===== config.mk =====
export PLATFORM = sky130hd
export DESIGN_NAME = des_key_sched_ctrl
export DESIGN_NICKNAME = d
export VERILOG_FILES = /design/src/rtl/des_key_sched_ctrl.sv
export SDC_FILE = /design/constraint.sdc
export NUM_CORES = 1
export LEC_CHECK = 0
export ABC_CLOCK_PERIOD_IN_PS = 4800
export CAP_MARGIN = 10
export CORE_MARGIN = 1.5
export CORE_UTILIZATION = 45
export CTS_BUF_LIST = sky130_fd_sc_hd__clkbuf_8
export DETAILED_ROUTE_END_ITERATION = 8
export PLACE_DENSITY = 0.95
export SLEW_MARGIN = 20
export SYNTH_ARGS = -nofsm -noshare
export SYNTH_HDL_FRONTEND = slang
export SYNTH_SLANG_ARGS = --single-unit

===== constraint.sdc =====
create_clock -name clk -period 4.8 [get_ports clk]
set_input_delay 0.96 -clock clk [delete_from_list [all_inputs] [get_ports clk]]
set_output_delay 0.96 -clock clk [all_outputs]
set_load 0.01 [all_outputs]

===== src/rtl/des_key_sched_ctrl.sv =====
// des_key_sched_ctrl: sequences the DES key-schedule generator (load, generate, clear) and streams 16 round keys out.
// Latency: cache hit gives first rk_valid 3 cycles after start; a miss adds LOAD + GEN + CLR; at least 3 cycles per round key.
// Backpressure: rk_ready low holds ISSUE (rk_data/rk_idx frozen) indefinitely; start is ignored while ready=0.
//
// Ports:
//   clk, rst                      clock, synchronous active-high reset
//   start, is_enc, key_in         request (sampled only while ready=1)
//   ready                         idle and accepting a request
//   kg_load, kg_run, kg_is_enc,   generator control: key-load strobe, generate enable,
//   kg_key, kg_done               mode, post-PC-1 key, completion flag
//   kg_rd, kg_round, kg_rkey      generator round-key read port (kg_rkey valid the cycle after kg_rd)
//   rk_valid, rk_ready,           round-key stream to the round datapath
//   rk_idx, rk_data
//   done, err                     one-cycle completion / generator-timeout pulses
module des_key_sched_ctrl #(
    parameter int KEY_W      = 56,
    parameter int RK_W       = 48,
    parameter int ROUNDS     = 16,
    parameter int KG_TIMEOUT = 31
) (
    input  logic             clk,
    input  logic             rst,
    input  logic             start,
    input  logic             is_enc,
    input  logic [KEY_W-1:0] key_in,
    output logic             ready,
    output logic             kg_load,
    output logic             kg_run,
    output logic             kg_is_enc,
    output logic [KEY_W-1:0] kg_key,
    input  logic             kg_done,
    output logic             kg_rd,
    output logic [4:0]       kg_round,
    input  logic [RK_W-1:0]  kg_rkey,
    output logic             rk_valid,
    input  logic             rk_ready,
    output logic [3:0]       rk_idx,
    output logic [RK_W-1:0]  rk_data,
    output logic             done,
    output logic             err
);
    localparam int               CNT_W    = $clog2(KG_TIMEOUT + 1);
    // gen_cnt holds the number of completed GEN cycles, so the last allowed
    // GEN cycle is the one where it equals KG_TIMEOUT-1.
    localparam logic [CNT_W-1:0] GEN_LAST = CNT_W'(KG_TIMEOUT - 1);
    localparam logic [3:0]       RND_LAST = 4'(ROUNDS - 1);

    typedef enum logic [2:0] {
        S_IDLE,
        S_LOAD,
        S_GEN,
        S_CLR,
        S_FETCH,
        S_CAPT,
        S_ISSUE,
        S_DONE
    } state_t;

    state_t           state;
    state_t           state_nxt;
    logic [CNT_W-1:0] gen_cnt;
    logic [3:0]       rnd;
    logic             cache_valid;
    logic             gen_fail;
    logic             cache_hit;

    // kg_key/kg_is_enc only change on a miss, so they double as the cache tag.
    assign cache_hit = cache_valid && (key_in == kg_key) && (is_enc == kg_is_enc);

    // State register
    always_ff @(posedge clk) begin
        if (rst) begin
            state <= S_IDLE;
        end else begin
            state <= state_nxt;
        end
    end

    // Next state and decoded outputs
    always_comb begin
        state_nxt = state;
        ready     = 1'b0;
        kg_load   = 1'b0;
        kg_run    = 1'b0;
        kg_rd     = 1'b0;
        kg_round  = 5'd0;
        rk_valid  = 1'b0;
        done      = 1'b0;
        err       = 1'b0;
        case (state)
            S_IDLE: begin
                ready = 1'b1;
                if (start) begin
                    state_nxt = cache_hit ? S_FETCH : S_LOAD;
                end
            end
            S_LOAD: begin
                kg_load   = 1'b1;
                state_nxt = S_GEN;
            end
            S_GEN: begin
                kg_run = 1'b1;
                if (kg_done) begin
                    state_nxt = S_CLR;
                end else if (gen_cnt == GEN_LAST) begin
                    err       = 1'b1;
                    state_nxt = S_CLR;
                end
            end
            S_CLR: begin
                // kg_run low for one cycle lets the generator clear its own
                // round counter and done flag before we start reading.
                state_nxt = gen_fail ? S_IDLE : S_FETCH;
            end
            S_FETCH: begin
                kg_rd     = 1'b1;
                kg_round  = {1'b0, rnd} + 5'd1;
                state_nxt = S_CAPT;
            end
            S_CAPT: begin
                state_nxt = S_ISSUE;
            end
            S_ISSUE: begin
                rk_valid = 1'b1;
                if (rk_ready) begin
                    state_nxt = (rnd == RND_LAST) ? S_DONE : S_FETCH;
                end
            end
            S_DONE: begin
                done      = 1'b1;
                state_nxt = S_IDLE;
            end
            default: begin
                state_nxt = S_IDLE;
            end
        endcase
    end

    // Datapath: key/mode latch, cache flag, GEN counter, round counter, key capture
    always_ff @(posedge clk) begin
        if (rst) begin
            kg_key      <= '0;
            kg_is_enc   <= 1'b0;
            cache_valid <= 1'b0;
            gen_cnt     <= '0;
            gen_fail    <= 1'b0;
            rnd         <= 4'd0;
            rk_idx      <= 4'd0;
            rk_data     <= '0;
        end else begin
            case (state)
                S_IDLE: begin
                    rnd <= 4'd0;
                    if (start && !cache_hit) begin
                        kg_key      <= key_in;
                        kg_is_enc   <= is_enc;
                        cache_valid <= 1'b0;
                    end
                end
                S_LOAD: begin
                    gen_cnt  <= '0;
                    gen_fail <= 1'b0;
                end
                S_GEN: begin
                    gen_cnt <= gen_cnt + 1'b1;
                    // GEN is left only on kg_done or on timeout, so the value
                    // written in the final GEN cycle tells CLR which way to go.
                    gen_fail <= !kg_done;
                    if (kg_done) begin
                        cache_valid <= 1'b1;
                    end
                end
                S_CAPT: begin
                    rk_data <= kg_rkey;
                    rk_idx  <= rnd;
                end
                S_ISSUE: begin
                    if (rk_ready) begin
                        rnd <= (rnd == RND_LAST) ? 4'd0 : rnd + 4'd1;
                    end
                end
                S_DONE: begin
                    rnd <= 4'd0;
                end
                default: begin
                end
            endcase
        end
    end

endmodule

Word-level counts from Yosys, hierarchy flattened
Cells that the tools add are included.
{ "totals": {"reg_bits": 123, "output_inout_bits": 121} }
{ "classes": {"addsub": 3, "eq_ne": 16, "muxes": 26, "n_reduce_logical": 14} }
{ "ops": {"columns": ["operator", "n"], "rows": [
  ["56-bit equality test", 1],
  ["3-bit one-hot mux with 8 select lines", 1],
  ["3-bit 2-to-1 mux", 6],
  ["3-bit equality test (second input constant)", 4],
  ["1-bit 2-to-1 mux", 11],
  ["5-bit one-hot mux with 2 select lines", 1],
  ["4-bit 2-to-1 mux", 2],
  ["2-bit inequality test (second input constant)", 4],
  ["4-bit one-hot mux with 2 select lines", 1],
  ["3-bit by 2-bit equality test with 1-bit output (second input constant)", 2],
  ["3-bit AND reduction", 2],
  ["2-bit nonzero test", 3],
  ["4-bit by 1-bit adder with 5-bit output (second input constant)", 1],
  ["5-bit by 1-bit adder with 5-bit output (second input constant)", 1],
  ["5-bit equality test (second input constant)", 1],
  ["5-bit 2-to-1 mux", 1],
  ["4-bit by 1-bit adder with 4-bit output (second input constant)", 1],
  ["4-bit equality test (second input constant)", 1],
  ["1-bit one-hot mux with 2 select lines", 2],
  ["2-bit AND reduction", 2],
  ["3-bit by 1-bit equality test with 1-bit output (second input constant)", 1],
  ["1-bit logical AND", 3],
  ["3-bit logical NOT", 1],
  ["3-bit inequality test (second input constant)", 1],
  ["other kinds (4)", 5]
]} }

Depth between registers and ports, before layout
Gate-level depths: netlist (run 1).
{ "depth": {"ltp_word": 7, "depth_mapped": 8, "depth_no_buf": 7} }

Worst setup path after synthesis (run 1)
OpenSTA, ideal clock, no wires.
{ "synth_path": {"path_type": "input to register", "startpoint": "input port key_in[30]", "endpoint": "register kg_key[36]", "setup_time_ns": 0.120, "arrival_ns": 2.307, "setup_slack_ns": 2.374, "stages": 8, "cell_sequence": "xor2_1 a221o_1 nor3_1 o2111a_1 a31oi_1 buf_4 buf_6 mux2i_1"} }
{ "synth_between": {"elab_chain_cells": 6} }
{ "synth_lines": {"columns": ["item", "line", "source"], "rows": [
  ["from (decl)", "25", "input logic [KEY_W-1:0] key_in,"],
  ["56-bit equality test", "68", "assign cache_hit = cache_valid && (key_in == kg_key) && (is_enc == kg_is_enc);"],
  ["1-bit logical AND (2 in a row)", "68", null],
  ["1-bit logical NOT", "154", "if (start && !cache_hit) begin"],
  ["1-bit logical AND", "154", null],
  ["2-bit AND reduction (no line)", null, null],
  ["to (signal assigned)", "155", "kg_key <= key_in;"],
  ["to (decl)", "30", "output logic [KEY_W-1:0] kg_key,"]
]} }
Every way passes these cells.
A chain may end at the register's enable or synchronous reset.

Worst setup path in the final report (run 1)
{ "layout_path": {"startpoint": "input port key_in[41]", "endpoint": "register kg_key[51]"} }
The elaborated chain is that of the path after synthesis.

==> impl_metrics.csv, run 1 <==
group,metric,value,unit
run_status,status,"complete, no violations",
logic_synthesis,synth_top_family_by_area,"simple AND/OR/NAND/NOR gates",
sta,timing.fmax,307,MHz
logic_synthesis,muxShareOfSynthArea,10.1,%
grt,grt_max_degree,144,
logic_synthesis,postSynthAreaPerCell,8.65,µm²
clock_tree,numCtsBuffers,17,
logic_synthesis,postSynthCellCount,656,
hold_path,timing.hold.worst.start,"rk_data[43]$_SDFFE_PP0P_",
setup_path,rr_endpoint,"kg_key[51]$_SDFFE_PP0P_",
sta,slew_viol_final,0,
die,start_util,46.6,%
logic_synthesis,synth_seq_cells,123,
sta,rsz0062_at_grt,"false",
clock_tree,cts_setup_buffers,0,
die,die_area,13300,µm²
hold_path,whs_endpoint,"rk_data[43]$_SDFFE_PP0P_",
logic_synthesis,synth_top_area_cell,"dfxtp_1",
detailed_routing,drc,0,
finish,drive_gt1_share,4.64,%
logic_synthesis,synth_fa_ha_area_share,0.662,%
finish,layout_common_cells,"clkdlybuf4s50_1, dfxtp_1, nand2b_1",
finish,nets,984,
setup_path,cp.required,5.10,ns
setup_path,worstPathArrival,3.56,ns
logic_synthesis,synth_top_area_share,43.4,%
pwr,power.leakage,3.04,nW
setup_path,crit_slowest_cell,"nor4_1",
setup_path,crit_path_max_fanout,31,
grt,grt_antenna_before_repair,0,
detailed_routing,vias_per_cell,4.85,
setup_path,critPathKind,"in2reg",
logic_synthesis,netlist_area,5670,µm²
clock_tree,clk_path_buf_depth,2,
clock_tree,htreeDepth,4,
setup_path,critPathLaunchType,"primary input",
detailed_routing,drt-total-wl,15.3,mm
grt,grt_pass1_wl,23.7,mm
hold_path,hold_path.class,"reg2reg",
setup_path,path_cells,"clkdlybuf4s50_1 > xor2_1 > nor4_1 > nand4_1 > nor4_2 > a31oi_4 > buf_4 > mux2i_1",
logic_synthesis,synth_area_leaders,"dfxtp_1, nand2b_1, mux2i_1",
detailed_routing,vias,5101,
sta,relSlewSlack,29.6,%
sta,hold_viol_final,0,
logic_synthesis,synth_nets,769,
clock_tree,ctsResizeCount,0,
pwr,power,3.40,mW
logic_synthesis,yosysWarnings,0,
sta,post-route-min-period,3.25,ns
logic_synthesis,synth_compound_area_share,7.32,%
setup_path,r2r_start,"kg_key[41]$_SDFFE_PP0P_",
placement,portBuffers,230,
grt,grt_pass1_vias,4837,
clock_tree,clk_latency,0.43,ns
detailed_routing,ant_nets,0,
grt,grt.total_usage,22.9,%
finish,antenna_cells,0,
die,rows,40,
job,maxCapViolCount,0,
setup_path,cp-end-kind,"flip-flop",
clock_tree,root_buffer,"clkbuf_8",
placement,placedCellCount,1020,
sta,tns,0,ns
die,die-height,115,µm
sta,post-route-period-util,67.8,%
die,io_pins,231,
pwr,peakVddDrop,0.243,mV
setup_path,r2r_cells,7,
die,core_area,12200,µm²
hold_path,min_path_cells,2,
clock_tree,clock-sinks,123,
logic_synthesis,ys_types,36,
logic_synthesis,ys_seq_area_share,43.4,%
detailed_routing,detail_route.wl_per_cell,14.6,µm
setup_path,ff2ff_setup_slack,2.15,ns
setup_path,critPathMaxStageDelay,0.74,ns
placement,gp_congestion,0.875,
detailed_routing,dr.pass1.iters,4,
sta,whs,0.453,ns
sta,finClkSkew,0.00924,ns
sta,worstMarginPinSlew,1.06,ns
clock_tree,holdBufCountCts,0,
grt,grt_overflow_total,0,
detailed_routing,drtIter0Drc,285,
finish,fin_cells,1052,
logic_synthesis,synth-simple-area-share,26.3,%
die,die_x,115,µm
clock_tree,cts_tree,"yes",
clock_tree,clk_pin_slew,0.07,ns
logic_synthesis,synth_xor_area_share,8.65,%
placement,hpwl,11.0,mm
sta,setup_violations,0,
pwr,p_per_area,402,nW/µm²
finish,final_common_cell,"clkdlybuf4s50_1",
finish,area_growth,49.0,%
## per-stage QoR
step                      instance area (µm²)  setup WS (ns)  util [%]
after floorplan                          5670           2.37         -
after global routing                     8450           1.49      69.5
after CTS                                8450           1.55      69.5
after detailed placement                 8070           1.09      66.3
final                                    8450           1.55      69.5
after global placement                   8070           1.20      66.3
## worst max path at each step
stage | from | end | slack, ns | cells after the start
after floorplan | key_in[30] | kg_key[36]$_SDFFE_PP0P_ | 2.37 | 8
after global placement | key_in[41] | kg_key[45]$_SDFFE_PP0P_ | 1.20 | 8
after detailed placement | key_in[41] | kg_key[51]$_SDFFE_PP0P_ | 1.09 | 8
after CTS | state[1]$_SDFFE_PP0P_ | kg_run | 1.55 | 3
after global routing | state[2]$_SDFFE_PP0P_ | kg_run | 1.49 | 3
final | key_in[41] | kg_key[51]$_SDFFE_PP0P_ | 1.55 | 8
## worst max-delay path: cells and delay by family
family	cells	cell delay [ns]
XOR/XNOR	1	0.16
multiplexers	1	0.18
AND/OR/NAND/NOR	3	1.30
AO/OA/AOI/OAI	1	0.15
buffers and inverters	2	0.78
## state kept, by name, summed over array words and instances (netlist names)
signal       cells
rnd              4
kg_key          56
kg_is_enc        1
gen_fail         1
rk_data         48
state            3
gen_cnt          5
rk_idx           4
cache_valid      1
## per-layer routing
metal / wire length, µm / share of wire, % / GRT usage, %
met5: 0 / 0 / 0
met4: 299 / 2.0 / 11.4
met3: 820 / 5.4 / 4.96
met2: 7790 / 51 / 39.4
met1: 6410 / 42 / 27.1
## where the power goes
| part | internal, mW | switching, mW | leakage [nW] | total, mW |
|---|---|---|---|---|
| clock network | 0.484 | 0.396 | 0.215 | 0.880 |
| registers | 1.19 | 0.160 | 1.00 | 1.35 |
| logic | 0.641 | 0.529 | 1.83 | 1.17 |
## logic make-up after synthesis
group                    Yosys count
AND/OR/NAND/NOR                  292
flip-flops                       123
AO/OA/AOI/OAI                     77
multiplexers                      57
XOR/XNOR                          56
buffers and inverters             48
adder cells (fa/ha/maj)            3
## synthesized netlist by cell type
cell       instances
inv_1              9
nand4_1           13
o2bb2ai_1          1
nor4_1             6
and2_1             1
nand2_1          112
o2111a_1           1
nor3b_1            1
a221o_1            1
or3b_2             1
buf_2              3
nand2b_1         116
nor4_2             1
and4_1             1
mux2i_1           57
dfxtp_1          123
nand3_1            5
nor3_1             7
a21oi_1           68
buf_6              2
nor2_1            21
clkbuf_2           1
and3_1             3
nor2b_1            1
a21boi_0           1
or2_2              2
xnor2_1           30
xor2_1            26
a31oi_1            1
clkbuf_1          32
or3_1              1
a311oi_1           2
o22ai_1            1
a21o_1             1
buf_4              1
ha_1               3
## cell type report
type	instances	area, µm²
Fill cell	946	3710
Multi-Input combinational cell	485	3020
Sequential cell	123	2460
Timing Repair Buffer	235	2340
Clock buffer	23	317
Tap cell	168	210
Clock inverter	9	70.1
Inverter	9	33.8
No activity file was read; power rests on OpenSTA's default activity.
==> inputs of run 2 (changes only) <==
ABC_CLOCK_PERIOD_IN_PS = 3300   (was 4800)
clock period = 3.3 ns   (was 4.8 ns; I/O delays follow)
==> run 2 against run 1 <==
- via count increased by 0.92%
- non-clock buffer count up 3
- first-iteration DRC count is 12% higher
- die area stayed put
- total power up 49%
- largest cell class unchanged
- highest routed layer unchanged
==> impl_metrics.csv, run 2 (same netlist as run 1, synthesis figures left out) <==
group,metric,value,unit
pwr,power.share.switching,31.6,%
sta,timing.fmax,341,MHz
clock_tree,numCtsBuffers,17,
pwr,switchingPower,1.61,mW
pwr,seqPwrFrac,38.6,%
detailed_routing,drtIter0Drc,320,
setup_path,cp.required,2.64,ns
hold_path,hold_path.class,"reg2reg",
detailed_routing,ant_nets,0,
grt,grt_overflow_total,0,
pwr,p_int,3.47,mW
placement,portBuffers,230,
detailed_routing,dr.pass1.iters,4,
die,die-height,115,µm
finish,layout_common_cells,"clkdlybuf4s50_1, dfxtp_1, nand2b_1",
grt,grt_antenna_before_repair,0,
finish,fillers,962,
pwr,p_comb_share,33.7,%
clock_tree,cts_setup_buffers,0,
hold_path,timing.hold.worst.start,"rk_data[26]$_SDFFE_PP0P_",
finish,area_growth,50.1,%
clock_tree,clk_path_buf_depth,2,
setup_path,crit_path_max_fanout,14,
clock_tree,cts_tree,"yes",
grt,grt_pass1_vias,4896,
sta,worstMarginPinSlew,0.968,ns
sta,post-route-min-period,2.93,ns
die,io_pins,231,
sta,hold_viol_final,0,
setup_path,critPathLaunchType,"flip-flop",
placement,hpwl,11.2,mm
pwr,power,5.08,mW
clock_tree,clk_latency,0.44,ns
sta,tns,0,ns
job,maxCapViolCount,0,
finish,finish.utilization,70.0,%
detailed_routing,detail_route.wl_per_cell,14.6,µm
clock_tree,ctsResizeCount,0,
die,die_x,115,µm
finish,top_regs,"kg_key (56), rk_data (48), gen_cnt (5)",
clock_tree,clock-sinks,123,
grt,grt_pass1_wl,23.7,mm
sta,rsz0062_at_grt,"false",
sta,whs,0.453,ns
finish,drive_gt1_share,5.19,%
setup_path,r2r_start,"kg_key[7]$_SDFFE_PP0P_",
setup_path,worstPathArrival,2.27,ns
grt,grt_max_degree,85,
setup_path,critPathKind,"reg2out",
clock_tree,holdBufCountCts,0,
finish,regMostFlops,"kg_key",
pwr,peakVddDrop,0.437,mV
detailed_routing,vias_per_cell,4.88,
sta,slew_viol_final,0,
sta,post-route-period-util,88.9,%
finish,antenna_cells,0,
clock_tree,htreeDepth,4,
sta,setup_violations,0,
run_status,status,"complete, no violations",
clock_tree,root_buffer,"clkbuf_8",
detailed_routing,vias,5148,
setup_path,crit_start,"state[2]$_SDFFE_PP0P_",
pwr,clkPwrFrac,27.7,%
detailed_routing,drc,0,
clock_tree,clk_pin_slew,0.07,ns
finish,final_common_cell,"clkdlybuf4s50_1",
finish,nets,987,
setup_path,cp-end-kind,"output port",
die,die_area,13300,µm²
finish,largest_reg_flops,56,
die,start_util,46.6,%
detailed_routing,drt-total-wl,15.4,mm
die,core_area,12200,µm²
sta,relSlewSlack,35.5,%
sta,finClkSkew,0.0109,ns
placement,gp_congestion,0.817,
die,rows,40,
pwr,power.leakage,3.06,nW
pwr,p_per_area,596,nW/µm²
grt,grt.total_usage,22.9,%
run 2: changes by cell type in the layout (fill, tap and decap cells not counted), sizes merged:
cell / before / now
clkinv: 5 / 7
bufinv: 1 / 4
inv: 12 / 10
clkbuf: 23 / 17
buf: 6 / 9
clkinvlp: 0 / 3
run 2: final cells by class:
type / count / area (µm²) / share of cell area, %
flip-flops and latches: 123 / 2460 / 28.9
clock inverters: 15 / 181 / 2.13
repair buffers: 238 / 2370 / 27.9
inverters: 9 / 33.8 / 0.397
multi-input cells: 485 / 3020 / 35.5
clock buffers: 17 / 234 / 2.75
well taps: 168 / 210 / 2.47
run 2: layer usage:
| metal | vias to the layer above | routed length, µm | global-route usage (%) |
|---|---|---|---|
| li1 | 2588 | - | - |
| met1 | 2377 | 6430 | 27.0 |
| met2 | 150 | 7750 | 39.1 |
| met3 | 33 | 750 | 6.33 |
| met4 | 0 | 463 | 10.4 |
| met5 | - | 0 | 0 |
run 2: final timing paths:
path,end,slack [ns],cells after the start
setup / recovery,err,0.37,3
hold / removal,rk_data[26]$_SDFFE_PP0P_,0.45,2
setup reg to reg,kg_key[39]$_SDFFE_PP0P_,1.02,7
hold reg to reg,rk_data[26]$_SDFFE_PP0P_,0.45,2
run 2: metrics by stage:
stage                     setup slack [ns]  std cells  instance area (µm²)
after global routing                 0.264       1055                 8520
after floorplan                       1.17        656                 5670
after global placement               0.313       1023                 8100
after CTS                            0.356       1055                 8520
final                                0.368       1055                 8520
after detailed placement             0.281       1023                 8100
run 2: worst max-delay path: stages, from the launching register on:
cell             delay [ns]
dfxtp_1                0.42
or3b_2                 0.57
nor3_1                 0.22
clkdlybuf4s50_1        0.62
run 2: power groups by stage:
stage | clock, mW | sequential (mW) | combinational, mW
floorplan | 0 | 2.03 | 0.840
global route | 1.51 | 1.99 | 1.84
CTS | 1.43 | 1.96 | 1.73
global placement | 0 | 1.97 | 1.68
detailed placement | 0 | 1.98 | 1.71
finish | 1.41 | 1.96 | 1.71
==> inputs of run 3 (changes only) <==
--- a/constraint.sdc
+++ b/constraint.sdc
@@ -3,2 +3,2 @@
 set_output_delay 0.66 -clock clk [all_outputs]
-set_load 0.01 [all_outputs]
+set_load 0.005 [all_outputs]
==> results of run 3 <==
Same layout as run 2 (identical final DEF). Status: complete, no violations.
Among the figures that moved: setup slack after layout 0.368 ns -> 0.401 ns; total power 5.08 mW -> 4.98 mW; worst IR drop on VDD 0.437 mV -> 0.427 mV
